--- src/rtl/conv_sched.sv ---
// conv_sched: sequences co/pix/ci buffer reads and accumulator strobes for one conv layer.
// Optional CONV_SCHED_PERF_CNT_EN adds busy/stall performance counters.
module conv_sched #(
    parameter logic [2:0] STATE_CONV          = 3'd2,
    parameter int         MULT_PIPELINE_STAGE = 2,
    parameter int         PIX_WIDTH           = 12,
    parameter int         GRP_WIDTH           = 6,
    parameter int         ADDR_WIDTH          = 14
) (
    input  logic                  clk,
    input  logic                  rst,
    input  logic [2:0]            current_state,
    output logic                  state_end,
    input  logic [PIX_WIDTH-1:0]  cfg_pix_num,
    input  logic [GRP_WIDTH-1:0]  cfg_ci_grp,
    input  logic [GRP_WIDTH-1:0]  cfg_co_grp,
    input  logic [3:0]            cfg_scale,
    input  logic                  out_ready,
    output logic                  fmap_rd_en,
    output logic [ADDR_WIDTH-1:0] fmap_rd_addr,
    output logic                  wt_rd_en,
    output logic [ADDR_WIDTH-1:0] wt_rd_addr,
    output logic                  adder_rst,
    output logic                  acc_valid,
    output logic [3:0]            scale_in,
    output logic [31:0]           perf_busy_cnt,
    output logic [31:0]           perf_stall_cnt
);
    localparam int L = 1 + MULT_PIPELINE_STAGE;
    typedef enum logic [2:0] {IDLE, LOAD, RUN, DRAIN, DONE} state_t;
    state_t                state;
    logic                  armed;
    logic [PIX_WIDTH-1:0]  pix_num, pix;
    logic [GRP_WIDTH-1:0]  ci_grp, co_grp, ci, co;
    logic [ADDR_WIDTH-1:0] fmap_addr, wt_base;
    logic [L-1:0]          first_pipe;
    logic [L:0]            last_pipe;
    logic                  in_conv, issue, last_ci, last_pix, last_co;
    assign in_conv      = current_state == STATE_CONV;
    // a pixel may only start while downstream can take its result
    assign issue        = state == RUN && (ci != '0 || out_ready);
    assign last_ci      = ci == ci_grp - GRP_WIDTH'(1);
    assign last_pix     = pix == pix_num - PIX_WIDTH'(1);
    assign last_co      = co == co_grp - GRP_WIDTH'(1);
    assign fmap_rd_en   = issue;
    assign wt_rd_en     = issue;
    assign fmap_rd_addr = fmap_addr;
    assign wt_rd_addr   = wt_base + ADDR_WIDTH'(ci);
    assign adder_rst    = first_pipe[L-1];
    assign acc_valid    = last_pipe[L];
    assign state_end    = state == DONE;
    always_ff @(posedge clk) begin
        if (rst) begin
            state      <= IDLE;
            armed      <= 1'b1;
            pix_num    <= '0;
            ci_grp     <= '0;
            co_grp     <= '0;
            scale_in   <= '0;
            pix        <= '0;
            ci         <= '0;
            co         <= '0;
            fmap_addr  <= '0;
            wt_base    <= '0;
            first_pipe <= '0;
            last_pipe  <= '0;
        end else begin
            if (!in_conv) armed <= 1'b1;
            first_pipe <= (first_pipe << 1) | L'(issue && ci == '0);
            last_pipe  <= (last_pipe << 1) | (L+1)'(issue && last_ci);
            case (state)
                IDLE: if (in_conv && armed) begin
                    state <= LOAD;
                    armed <= 1'b0;
                end
                LOAD: begin
                    pix_num   <= cfg_pix_num;
                    ci_grp    <= cfg_ci_grp;
                    co_grp    <= cfg_co_grp;
                    scale_in  <= cfg_scale;
                    pix       <= '0;
                    ci        <= '0;
                    co        <= '0;
                    fmap_addr <= '0;
                    wt_base   <= '0;
                    state     <= !in_conv ? IDLE :
                                 (cfg_pix_num == '0 || cfg_ci_grp == '0 || cfg_co_grp == '0) ? DONE : RUN;
                end
                RUN: if (!in_conv) begin
                    state      <= IDLE;
                    first_pipe <= '0;
                    last_pipe  <= '0;
                end else if (issue) begin
                    ci <= last_ci ? '0 : ci + GRP_WIDTH'(1);
                    if (last_ci) begin
                        pix       <= last_pix ? '0 : pix + PIX_WIDTH'(1);
                        fmap_addr <= last_pix ? '0 : fmap_addr + ADDR_WIDTH'(1);
                        if (last_pix) begin
                            co      <= co + GRP_WIDTH'(1);
                            wt_base <= wt_base + ADDR_WIDTH'(ci_grp);
                            if (last_co) state <= DRAIN;
                        end
                    end else begin
                        fmap_addr <= fmap_addr + ADDR_WIDTH'(1);
                    end
                end
                DRAIN: if (!in_conv) begin
                    state      <= IDLE;
                    first_pipe <= '0;
                    last_pipe  <= '0;
                end else if (~|last_pipe[L-1:0]) begin
                    state <= DONE;
                end
                default: state <= IDLE;
            endcase
        end
    end
`ifdef CONV_SCHED_PERF_CNT_EN
    logic [31:0] busy_cnt, stall_cnt;
    always_ff @(posedge clk) begin
        if (rst || state == LOAD) begin
            busy_cnt  <= '0;
            stall_cnt <= '0;
        end else begin
            if ((state == RUN || state == DRAIN) && !(&busy_cnt)) busy_cnt <= busy_cnt + 32'd1;
            if (state == RUN && !issue && !(&stall_cnt)) stall_cnt <= stall_cnt + 32'd1;
        end
    end
    assign perf_busy_cnt  = busy_cnt;
    assign perf_stall_cnt = stall_cnt;
`else
    assign perf_busy_cnt  = '0;
    assign perf_stall_cnt = '0;
`endif
endmodule

--- config.mk ---
export PLATFORM = sky130hd
export DESIGN_NAME = conv_sched
export DESIGN_NICKNAME = d
export VERILOG_FILES = /design/src/rtl/conv_sched.sv
export SDC_FILE = /design/constraint.sdc
export NUM_CORES = 1
export LEC_CHECK = 0
export CAP_MARGIN = 20
export CELL_PAD_IN_SITES_DETAIL_PLACEMENT = 1
export CELL_PAD_IN_SITES_GLOBAL_PLACEMENT = 2
export CORE_ASPECT_RATIO = 0.75
export CORE_MARGIN = 2
export CORE_UTILIZATION = 32
export CTS_BUF_LIST = sky130_fd_sc_hd__clkbuf_8
export CTS_CLUSTER_SIZE = 28
export DETAILED_ROUTE_END_ITERATION = 8
export GPL_TIMING_DRIVEN = 0
export PLACE_DENSITY_LB_ADDON = 0.1
export SYNTH_ARGS = -nofsm -noshare
export SYNTH_HDL_FRONTEND = slang
export SYNTH_SLANG_ARGS = --single-unit
--- constraint.sdc ---
create_clock -name clk -period 3.88 [get_ports clk]
set_input_delay 0.388 -clock clk [delete_from_list [all_inputs] [get_ports clk]]
set_output_delay 0.388 -clock clk [all_outputs]
set_load 0.01 [all_outputs]
Word level (Yosys, flattened, before mapping)
Index checks and enable logic that the tools add are counted.
W data, S select, Z words.
Storage, ports and cells
  register bits: 91
  bits of input ports: 34
  output and inout port bits: 101
  word-level logic and storage cells: 104
Operators by class
  add/subtract/negate cells: 9
  eq/ne operators: 18
  mux-type cells: 42
  bitwise gates (word level): 2
  reduce and logical (&&, ||, !) cells: 20
Operators by type and width (number)
  $mux W14: 8
  $pmux W14 S2: 2
  $mux W12: 4
  $mux W6: 7
  $mux W3: 12
  $add A14 B6 Y14: 2
  $pmux W12 S2: 1
  $pmux W6 S2: 2
  $logic_not A6 Y1: 3
  $ne A3 B3 Y1 const B: 5
  $add A14 B1 Y14 const B: 1
  $add A12 B1 Y12 const B: 1
  $add A6 B1 Y6 const B: 2
  $eq A12 B12 Y1: 1
  $eq A6 B6 Y1: 2
  $logic_not A12 Y1: 1
  $pmux W3 S4: 1
  $sub A12 B1 Y12 const B: 1
  $sub A6 B1 Y6 const B: 2
  $ne A2 B2 Y1 const B: 5
  $eq A3 B2 Y1 const B: 3
  $mux W4: 2
  $reduce_and A6 Y1: 1
  $reduce_bool A6 Y1: 1
  14 further kinds: 21

Depth between registers and ports, before layout
Gate-level depths: netlist of the first run.
  depth in word-level cells: 8
  gate-level depth with buffers: 11
  depth with buffers taken out: 10

Least setup slack after synthesis of the first run
No wires, ideal clock.
  path type: register to register
  from: register pix_num[0]
  to: register fmap_addr[0] (netlist: fmap_rd_addr[0])
  library setup time: 0.132 ns
  arrival time: 2.487 ns
  data required time: 3.748 ns
  path slack: 1.261 ns
  cell stages (with the launch flop): 11
  path buffers: 2
  clock period less this slack: 2.619 ns
  cell sequence: dfxtp_1 inv_1 ha_1 xnor2_1 a2111oi_2 nand4_1 or4_1 buf_6 a21oi_4 buf_6 nor3_1
Between the ends
  word-level cells in the longest chain between the ends: 7
Ends and longest elaborated chain
  from (decl): line 33  | logic [PIX_WIDTH-1:0] pix_num, pix;
  from (signal assigned): line 77  | pix_num <= cfg_pix_num;
  $sub A12 B1 Y12: line 43  | assign last_pix = pix == pix_num - PIX_WIDTH'(1);
  $eq A12 B12 Y1: line 43
  $mux W14: line 97  | fmap_addr <= last_pix ? '0 : fmap_addr + ADDR_WIDTH'(1);
  $mux W14: line 95  | if (last_ci) begin
  $mux W14: line 93  | end else if (issue) begin
  $mux W14: line 89  | RUN: if (!in_conv) begin
  $pmux W14 S2: line 71  | case (state)
  to (signal assigned): line 97
  to (signal assigned): line 104  | fmap_addr <= fmap_addr + ADDR_WIDTH'(1);
  to (decl): line 35  | logic [ADDR_WIDTH-1:0] fmap_addr, wt_base;
Every way passes these cells. The select of a mux whose other input is x is not followed.
A chain may end at the register's enable or synchronous reset.

Final worst setup path of the first run
  from: register ci[1]
  to: output port wt_rd_addr[7]
Between the ends
  word-level cells in the longest chain between the ends: 1
Ends and longest elaborated chain
  from (decl): line 34  | logic [GRP_WIDTH-1:0] ci_grp, co_grp, ci, co;
  from (signal assigned): line 94  | ci <= last_ci ? '0 : ci + GRP_WIDTH'(1);
  $add A14 B6 Y14: line 48  | assign wt_rd_addr = wt_base + ADDR_WIDTH'(ci);
  to (decl): line 22  | output logic [ADDR_WIDTH-1:0] wt_rd_addr,
Every way passes these cells.

==> flow_summary.toml, run 1 <==
[outcome]
status = "finished clean"

[finish]
syn_to_final_growth_pct = 24.7
drive_gt1_share_pct = 12.8
layout_common_cells = "nand2_1, dfxtp_1, clkdlybuf4s50_1"
layout.cells.most_common = "nand2_1"
nets = 923

[floorplan]
fp.dieH_um = 121
die_w_um = 160
core_sq_um = 17800
ios = 135
die-area_sq_um = 19400
rows = 42
start_util_pct = 32.9

[sta]
fmax_ghz = 0.272
setup_tns_ns = 0
hold_viol = 0
slew-limit-headroom_pct = 23.9
clock_skew_ns = 0.0118
slew_violations = 0
rsz0062_at_grt = "false"
finalSetupViolCount = 0
fin_crit_sh_pct = 94.9
tightest_slew_ns = 1.13
hold-worst-slack_ns = 0.442
min_period_ns = 3.68

[logic_synthesis]
synth_largest_area_cell = "dfxtp_1"
yosysTopAreaCellShare_pct = 31.1
ys_types = 61
yosysWarnings = 0
synthFlopType = "dfxtp_1"
synth-seq-cells = 91
synth_cells = 723
netlist_area_sq_um = 5870
synth_area_leaders = "dfxtp_1, buf_4, nand2_1"
avgSynthCellArea_sq_um = 8.11
synth-seq-area-share_pct = 31.1
synth_edf_count = 0
async_reset_ff_share_pct = 0

[global_route]
grt_pass1_wl_mm = 29.2
antenna_found_initial = 0
grt_max_degree = 18
gr-usage-all-layers_pct = 19.1
grt_pass1_vias = 5495
gr-total-overflow = 0

[clock_tree]
cts_max_path_buffers = 2
cts_tree = "built"
cts_resized = 0
path_clk_slew_ns = 0.10
cts_root_buf = "clkbuf_8"
htree_levels = 3
cts-buffers-inserted = 9
cts_sinks = 91
hold_buffers = 0
clock_latency_ns = 0.39
cts_setup_buffers = 0

[pwr]
total_power_mw = 2.42
ir_worst_vdd_mv = 0.130
p_per_area_nw_per_um2 = 331
power_leakage_nw = 2.95

[worst_setup_path]
r2r_slack_ns = 0.38
critPathRequiredTime_ns = 3.49
max_stage_delay_ns = 0.55
path_cells = "ha_1 > a21o_1 > a21oi_1 > o21bai_1 > a21o_1 > a21oi_1 > nand2b_1 > xnor2_1 > clkdlybuf4s50_1"
cp-start-kind = "register"
end_kind = "output pin"
cp.arrival_ns = 3.29
worstPathMaxFanout = 7
path_class = "reg2out"
cpMaxStageDelayCell = "dfxtp_1"

[drt]
top_layer_used = "met4"
drcViolationCount = 0
routedLengthMet1_mm = 8.85
viasPerCell = 4.81
ant_nets = 0
vias = 5360
routed-wl-met3_um = 897
routed_wl_mm = 18.0
routedWlPerCell_um = 16.1
wl_met2_mm = 8.08
drt_iter0_drc = 190
dr.pass1.iters = 4

[min_path]
hold_path_class = "reg2reg"

[placement]
post-dp-hpwl_mm = 14.1
port_buffers = 70
place.gp.congestion = 0.854

[job]
max-cap-violations = 0
## routing by layer
layer / up-vias / track usage [%]
met5: - / 0
met4: 0 / 3.89
met3: 13 / 5.09
met2: 111 / 30.8
met1: 2586 / 25.8
li1: 2650 / -
## final cells by class
| cell class | instances | area [sq um] |
|---|---|---|
| Antenna cell | 1 | 2.50 |
| Buffer | 103 | 667 |
| Clock buffer | 9 | 124 |
| Clock inverter | 7 | 83.8 |
| Fill cell | 2183 | 10500 |
| Inverter | 19 | 71.3 |
| Multi-Input combinational cell | 573 | 3540 |
| Sequential cell | 91 | 1820 |
| Tap cell | 242 | 303 |
| Timing Repair Buffer | 70 | 701 |
## through the flow
stage	cell area, sq um	setup WS, ns	cells	utilization (%)
floorplan	6100	1.26	786	-
global placement	7110	0.301	1098	39.9
detailed placement	7110	0.247	1098	39.9
CTS	7310	0.186	1114	41.1
global route	7310	0.000748	1114	41.1
finish	7320	0.200	1115	41.1
## state kept, by name, summed over array words and instances, names as in the netlist, 4 cells and up
| signal | flops |
|---|---|
| ci_grp | 6 |
| fmap_rd_addr | 14 |
| ci | 6 |
| last_pipe | 4 |
| scale_in | 4 |
| co_grp | 6 |
| wt_base | 14 |
| co | 6 |
| pix | 12 |
| pix_num | 12 |
## worst max-delay path: cells and delay by family (launching register included)
kind	cells	cell delay, ns
AOI/OAI and AO/OA	5	1.19
DFF	1	0.55
buffers and inverters	1	0.55
adders and majority gates	1	0.30
and+or+nand+nor	1	0.19
xor gates and xnor gates	1	0.12
## cell usage after synthesis, drive strengths merged (3+ instances only)
| master | number |
|---|---|
| o21bai | 3 |
| or3 | 16 |
| nor2 | 37 |
| a21o | 9 |
| clkbuf | 27 |
| a21oi | 47 |
| nand2 | 104 |
| ha | 20 |
| and3 | 11 |
| buf | 76 |
| nor4 | 9 |
| o21ai | 9 |
| nand2b | 6 |
| xor2 | 31 |
| o31ai | 5 |
| nor3 | 33 |
| a31oi | 8 |
| xnor2 | 43 |
| nand3 | 30 |
| dfxtp | 91 |
| a211oi | 9 |
| nand4 | 18 |
| inv | 19 |
| and2 | 10 |
| mux2i | 20 |
## worst paths after layout
check,to,start,cells past startpoint
setup reg to reg,wt_base[6],ci[1],9
hold reg to reg,first_pipe[1],first_pipe[0],1
hold / removal,first_pipe[1],first_pipe[0],1
setup / recovery,wt_rd_addr[7],ci[1],9
## where the power goes
| group | internal, mW | switching, mW | total, mW |
|---|---|---|---|
| Sequential | 0.972 | 0.0560 | 1.03 |
| Clock | 0.309 | 0.397 | 0.706 |
| Combinational | 0.284 | 0.401 | 0.685 |
## kinds of logic (layout without fill, tap and decap cells)
family | Yosys count | after routing | share of synthesized area [%]
AOI/OAI and AO/OA | 101 | 101 | 12.0
xor gates and xnor gates | 74 | 74 | 11.0
adders and majority gates | 22 | 22 | 4.95
buffers and inverters | 122 | 208 | 12.6
DFF | 91 | 91 | 31.1
muxes | 20 | 20 | 3.41
other | 1 | 65 | 0.0639
and+or+nand+nor | 292 | 292 | 24.9
Power figures use the tool's default switching activity.
==> run 2: changes to the inputs <==
Settings changed: SKIP_LAST_GASP from default to 1, SLEW_MARGIN from default to 20.
==> results of run 2 <==
No change in the layout: final DEF, timing and power equal those of run 1.
==> run 3: changes to the inputs <==
Settings changed: GPL_ROUTABILITY_DRIVEN from default to 1.
==> results of run 3 <==
No change in the layout: final DEF, timing and power equal those of run 1.
